`src/rtl/fifo_sync.sv`:
```
// Single-clock FIFO, DEPTH = 2**ADDRSIZE words. Standard mode gives registered rdata one cycle after an accepted read; FWFT shows the head word combinationally.
// Backpressure: writes while full and reads while empty are dropped and raise sticky overflow/underflow flags.
module fifo_sync #(
    parameter int DATASIZE   = 8,
    parameter int ADDRSIZE   = 4,
    parameter int AFULL_LVL  = 14,
    parameter int AEMPTY_LVL = 2,
    parameter bit FWFT       = 1'b0
) (
    input  logic                wclk,
    input  logic                wrst_n,
    input  logic                winc,
    input  logic [DATASIZE-1:0] wdata,
    input  logic                rinc,
    output logic [DATASIZE-1:0] rdata,
    output logic                wfull,
    output logic                walmost_full,
    output logic                rempty,
    output logic                ralmost_empty,
    output logic [ADDRSIZE:0]   count,
    output logic                overflow,
    output logic                underflow
);

    localparam int DEPTH = 1 << ADDRSIZE;
    localparam logic [ADDRSIZE:0] DEPTH_C  = (ADDRSIZE+1)'(DEPTH);
    localparam logic [ADDRSIZE:0] AFULL_C  = (ADDRSIZE+1)'(AFULL_LVL);
    localparam logic [ADDRSIZE:0] AEMPTY_C = (ADDRSIZE+1)'(AEMPTY_LVL);

    logic [DATASIZE-1:0] mem [DEPTH];
    logic [ADDRSIZE:0]   wptr;
    logic [ADDRSIZE:0]   rptr;
    logic [ADDRSIZE:0]   count_next;
    logic                we;
    logic                re;

    assign we = winc && !wfull;
    assign re = rinc && !rempty;
    assign count_next = count + (ADDRSIZE+1)'(we) - (ADDRSIZE+1)'(re);

    // Storage is deliberately left out of reset.
    always_ff @(posedge wclk) begin
        if (we)
            mem[wptr[ADDRSIZE-1:0]] <= wdata;
    end

    always_ff @(posedge wclk or negedge wrst_n) begin
        if (!wrst_n) begin
            wptr          <= '0;
            rptr          <= '0;
            count         <= '0;
            wfull         <= 1'b0;
            walmost_full  <= 1'b0;
            rempty        <= 1'b1;
            ralmost_empty <= 1'b1;
            overflow      <= 1'b0;
            underflow     <= 1'b0;
        end else begin
            if (we)
                wptr <= wptr + 1'b1;
            if (re)
                rptr <= rptr + 1'b1;
            count         <= count_next;
            wfull         <= (count_next == DEPTH_C);
            walmost_full  <= (count_next >= AFULL_C);
            rempty        <= (count_next == '0);
            ralmost_empty <= (count_next <= AEMPTY_C);
            overflow      <= overflow  | (winc && wfull);
            underflow     <= underflow | (rinc && rempty);
        end
    end

    generate
        if (FWFT) begin : g_fwft
            assign rdata = mem[rptr[ADDRSIZE-1:0]];
        end else begin : g_std
            logic [DATASIZE-1:0] rdata_q;
            always_ff @(posedge wclk or negedge wrst_n) begin
                if (!wrst_n)
                    rdata_q <= '0;
                else if (re)
                    rdata_q <= mem[rptr[ADDRSIZE-1:0]];
            end
            assign rdata = rdata_q;
        end
    endgenerate

    // The occupancy counter must always agree with the pointer distance.
    a_count_matches_ptrs: assert property (@(posedge wclk) disable iff (!wrst_n)
        (count == (wptr - rptr)) && !(wfull && rempty));

endmodule

```
`config.mk`:
```
export PLATFORM = sky130hd
export DESIGN_NAME = fifo_sync
export DESIGN_NICKNAME = d
export VERILOG_FILES = /design/src/rtl/fifo_sync.sv
export SDC_FILE = /design/constraint.sdc
export NUM_CORES = 1
export LEC_CHECK = 0
export ABC_CLOCK_PERIOD_IN_PS = 6700
export CORE_MARGIN = 2
export CORE_UTILIZATION = 65
export CTS_BUF_LIST = sky130_fd_sc_hd__clkbuf_8
export DETAILED_ROUTE_END_ITERATION = 6
export PLACE_DENSITY = 0.85
export SLEW_MARGIN = 0
export SYNTH_ARGS = -nofsm -noshare
export SYNTH_HDL_FRONTEND = slang
export SYNTH_SLANG_ARGS = --single-unit
```
`constraint.sdc`:
```
create_clock -name wclk -period 6.7 [get_ports wclk]
set_input_delay 1.005 -clock wclk [delete_from_list [all_inputs] [get_ports wclk]]
set_output_delay 1.005 -clock wclk [all_outputs]
set_load 0.01 [all_outputs]
```
==> metrics.md <==
| Metric | Value |
|---|---|
| Delay contributed by the slowest stage of the critical path | `530 ps` |
| Yosys cell types | `40` |
| Fraction of synthesized cell area in xor and xnor cells | `under 10%` |
| Slowest library cell on the worst path | `nor2b_1` |
| Syn nets | `just over 400` |
| Worst Min Path Start | `underflow` |
| Number of top-level pins | `31` |
| Unrepaired setup endpoints after global routing | `no` |
| Via count of the first global-routing pass | `~3500` |
| Timing-limited maximum frequency | `around 290 MHz` |
| Row count | `35` |
| Endpoint of the lowest-slack register-to-register path | `ralmost_empty` |
| # hold bufs at CTS | `0` |
| Instance count of the mapped netlist | `381` |
| H-tree Lvls | `4` |
| Setup TNS after final layout | `0 ps` |
| Combinational family with the most area after synthesis | `multiplexers` |
| Number of instances resized during post-cts repair | `0` |
| Diodes inserted | `0` |
| Residual overflow from global routing | `0` |
| Largest net degree at the start of global routing | `66` |
| Post-route antenna net violation count | `0` |
| Layout-stage area growth over the synthesis result | `12.04%` |
| Number of cell instances on the worst register-to-register path | `10` |
| Post-detailed-route wirelength per cell | `approximately 22 um` |
| Total routing resource utilization after global routing | `25.83%` |
| Library cell occupying the most area in the post-synthesis netlist | `edfxtp_1` |
| Die Area | `just over 10000 um2` |
| Count of nets after finishing | `438` |
| Core ar. | `about 9300 um2` |
| Final Cell Area | `6974 um2` |
| Worst Setup End Kind | `flip-flop` |
| Post-synthesis async set-or-reset flop share | `between 10% and 20%` |
| Die Span X | `roughly 100 um` |
| Number of DRC markers after the initial detailed-route iteration | `257` |
| Data arrival time of the critical path | `3830 ps` |
| DP Area | `~6600 um2` |
| Tightest slew margin relative to the limit | `15.60%` |
| Crit share post-route | `around 52%` |
| Max-cap viol count | `0` |
| Number of remaining DRC errors | `0` |
| Slew at the pin with the worst max-slew slack | `~1300 ps` |
| Lkg Pwr | `around 2.5 nW` |
| Clock-pin slew reported for the worst setup and hold paths after clock tree synthesis | `about 80 ps` |
| Post-synthesis compound-gate area fraction | `~5%` |
| Peak supply drop | `between 300 and 400 uV` |
| Ratio of cells with drive above 1 in the final layout | `approximately a tenth` |
| Adder-Cell Fraction of Synth Area | `about 2.3%` |
| CTS tree | `built` |
| Seq cells post-synth | `between 150 and 200` |
| Basic-gate share of the synthesized area counting and, or, nand and nor cells | `under 10%` |
| Post-synth top flop | `edfxtp_1` |
| Share of the synthesized area in the top cell type | `between 60% and 70%` |
| Average cell area after synthesis | `~16 um2` |
| Number of enable flip-flop cells after synthesis | `128` |
| Family of cells with the greatest summed delay on the critical path | `adder cells` |
| Top cells by area in the synthesized netlist | `edfxtp_1, dfrtp_1, mux2i_1` |
| Setup skew after layout | `between 10 and 15 ps` |
| Post-detailed-routing wire length | `12.31 mm` |
| Initial antenna violation count | `0` |
| Routability Congestion | `roughly 0.83` |
| Setup-failing EPs final | `0` |
| Initial Utilization | `between 60 and 70%` |
| Worst setup slack for register-to-register paths | `3670 ps` |
| Die height | `approximately 100 um` |
| Min cycle time layout | `about 3500 ps` |
| Crit Path Category | `in2reg` |
| Inserted Clock Buffers | `17` |
| Post-CTS repair timing setup buffer count | `0` |
| Max Root-Sink Buffers | `2` |
| Cell-by-cell trace of the critical path | `clkdlybuf4s50_1, nor2b_1, inv_2, ha_1, inv_1, ha_1, fa_1, a21o_1, a21oi_2, xnor2_2, a2111oi_2` |
| Final HPWL DP | `just under 8 mm` |
| Hold/Removal Path Class | `reg2reg` |
| Sequential cell area fraction in the yosys report | `~73%` |
| Global-route wire length before repair | `~19 mm` |
| Skew-Pair Late Insertion Delay | `430 ps` |
| Crit-path max FO | `9` |
| Final number of max-transition violations | `0` |
| CTS Root Buffer Type | `clkbuf_8` |
| Reg-to-Reg Start | `rempty` |
| Number of endpoints with negative hold slack in the final report | `0` |
| Result of the run | `complete, no violations` |
| Number of sinks handled by clock tree synthesis | `around 160` |
| Most Frequent Cell on Critical Path | `ha_1` |
| Total via count after detailed routing | `roughly 3400` |
| Critical Path Source Type | `input port` |
| Power per Cell Area | `roughly 440 nW/um2` |
| Instance count along the most critical hold path | `1` |
| Buffers and inverters on the worst path | `3` |
| 1st-pass router iterations | `4` |
| YS warnings | `0` |
| Count of port buffers added during placement | `30` |
| Hold path endpoint | `underflow` |
| Mapped Area | `a little over 6000 um2` |
| Mux cell area share after synthesis | `a little over a tenth` |
| Required time worst endpoint | `roughly 7000 ps` |
| Vias/cell | `slightly above 6` |
[Yosys cell counts, types with 3 or more instances]
library cell	instances
edfxtp_1	128
mux2i_1	57
dfrtp_1	25
nand2_1	24
nand3_1	22
a22oi_1	21
nor2_1	14
ha_1	10
a21oi_1	9
xnor2_1	8
inv_1	7
buf_2	6
nor3_1	5
a21o_1	4
buf_6	4
buf_4	3
clkbuf_1	3
nand2b_1	3
[state kept, by name, summed over array words and instances, names as in the netlist, 4 cells and up]
register  flops
count         5
rdata         8
wptr          4
rptr          4
mem         128
[cell usage in the layout (no fill, tap or decap), drive strengths merged, types with 3 or more instances in the layout]
| cell type | instances |
|---|---|
| a21o | 4 |
| a21oi | 10 |
| a22oi | 21 |
| clkbuf | 17 |
| clkdlybuf4s50 | 30 |
| clkinv | 6 |
| clkinvlp | 4 |
| dfrtp | 25 |
| edfxtp | 128 |
| ha | 10 |
| inv | 12 |
| mux2 | 4 |
| mux2i | 57 |
| nand2 | 24 |
| nand2b | 3 |
| nand3 | 22 |
| nor2 | 14 |
| nor3 | 5 |
| xnor2 | 9 |
[logic make-up after synthesis]
group,Yosys count
xor+xnor,10
simple gates,76
flops,155
compound gates,41
mux,63
buf+inv,25
fa+ha+maj,11
[layout make-up]
class	instances	area [um2]
fillers	566	2310
well taps	129	161.4
clock buffers	17	234.0
multi-input cells	201	1560
clock inverters	15	151.4
repair buffers	31	307.8
flip-flops and latches	155	4526
inverters	9	33.78
[how the worst max path moves through the flow]
stage | from | to | slack, ps | depth (start not counted)
global placement | winc | ralmost_empty | 2890 | 11
finish | winc | ralmost_empty | 3200 | 11
global route | winc | ralmost_empty | 3050 | 11
floorplan | rinc | ralmost_empty | 3510 | 11
CTS | winc | ralmost_empty | 3200 | 11
detailed placement | winc | ralmost_empty | 2750 | 11
[per-stage QoR]
stage | setup WS (ps) | power, mW | utilization (%) | hold WS, ps | cells
2_1_floorplan | 3512 | 2.080 | - | 467.3 | 381
3_3_place_gp | 2888 | 2.345 | 70.97 | 437.6 | 525
3_5_place_dp | 2751 | 2.402 | 70.97 | 443.7 | 525
4_1_cts | 3204 | 3.067 | 75.12 | 462.1 | 557
5_1_grt | 3051 | 3.212 | 75.12 | 491.2 | 557
6_report | 3196 | 3.062 | 75.12 | 457.2 | 557
[power by group]
part	leakage [nW]	internal (mW)	switching [mW]
logic	0.884	0.457	0.521
registers	1.47	1.22	0.193
clock network	0.187	0.330	0.343
total	2.54	2.01	1.06
[routing by layer]
metal / part of all wire (%) / vias to the layer above / global-route usage, %
met3: 8.0 / 27 / 5.609
met4: 2.4 / 0 / 11.38
met2: 50 / 151 / 41.50
li1: - / 1514 / -
met1: 40 / 1695 / 34.67
met5: 0 / - / 0
Note: power is estimated with default switching activity, not from simulation.
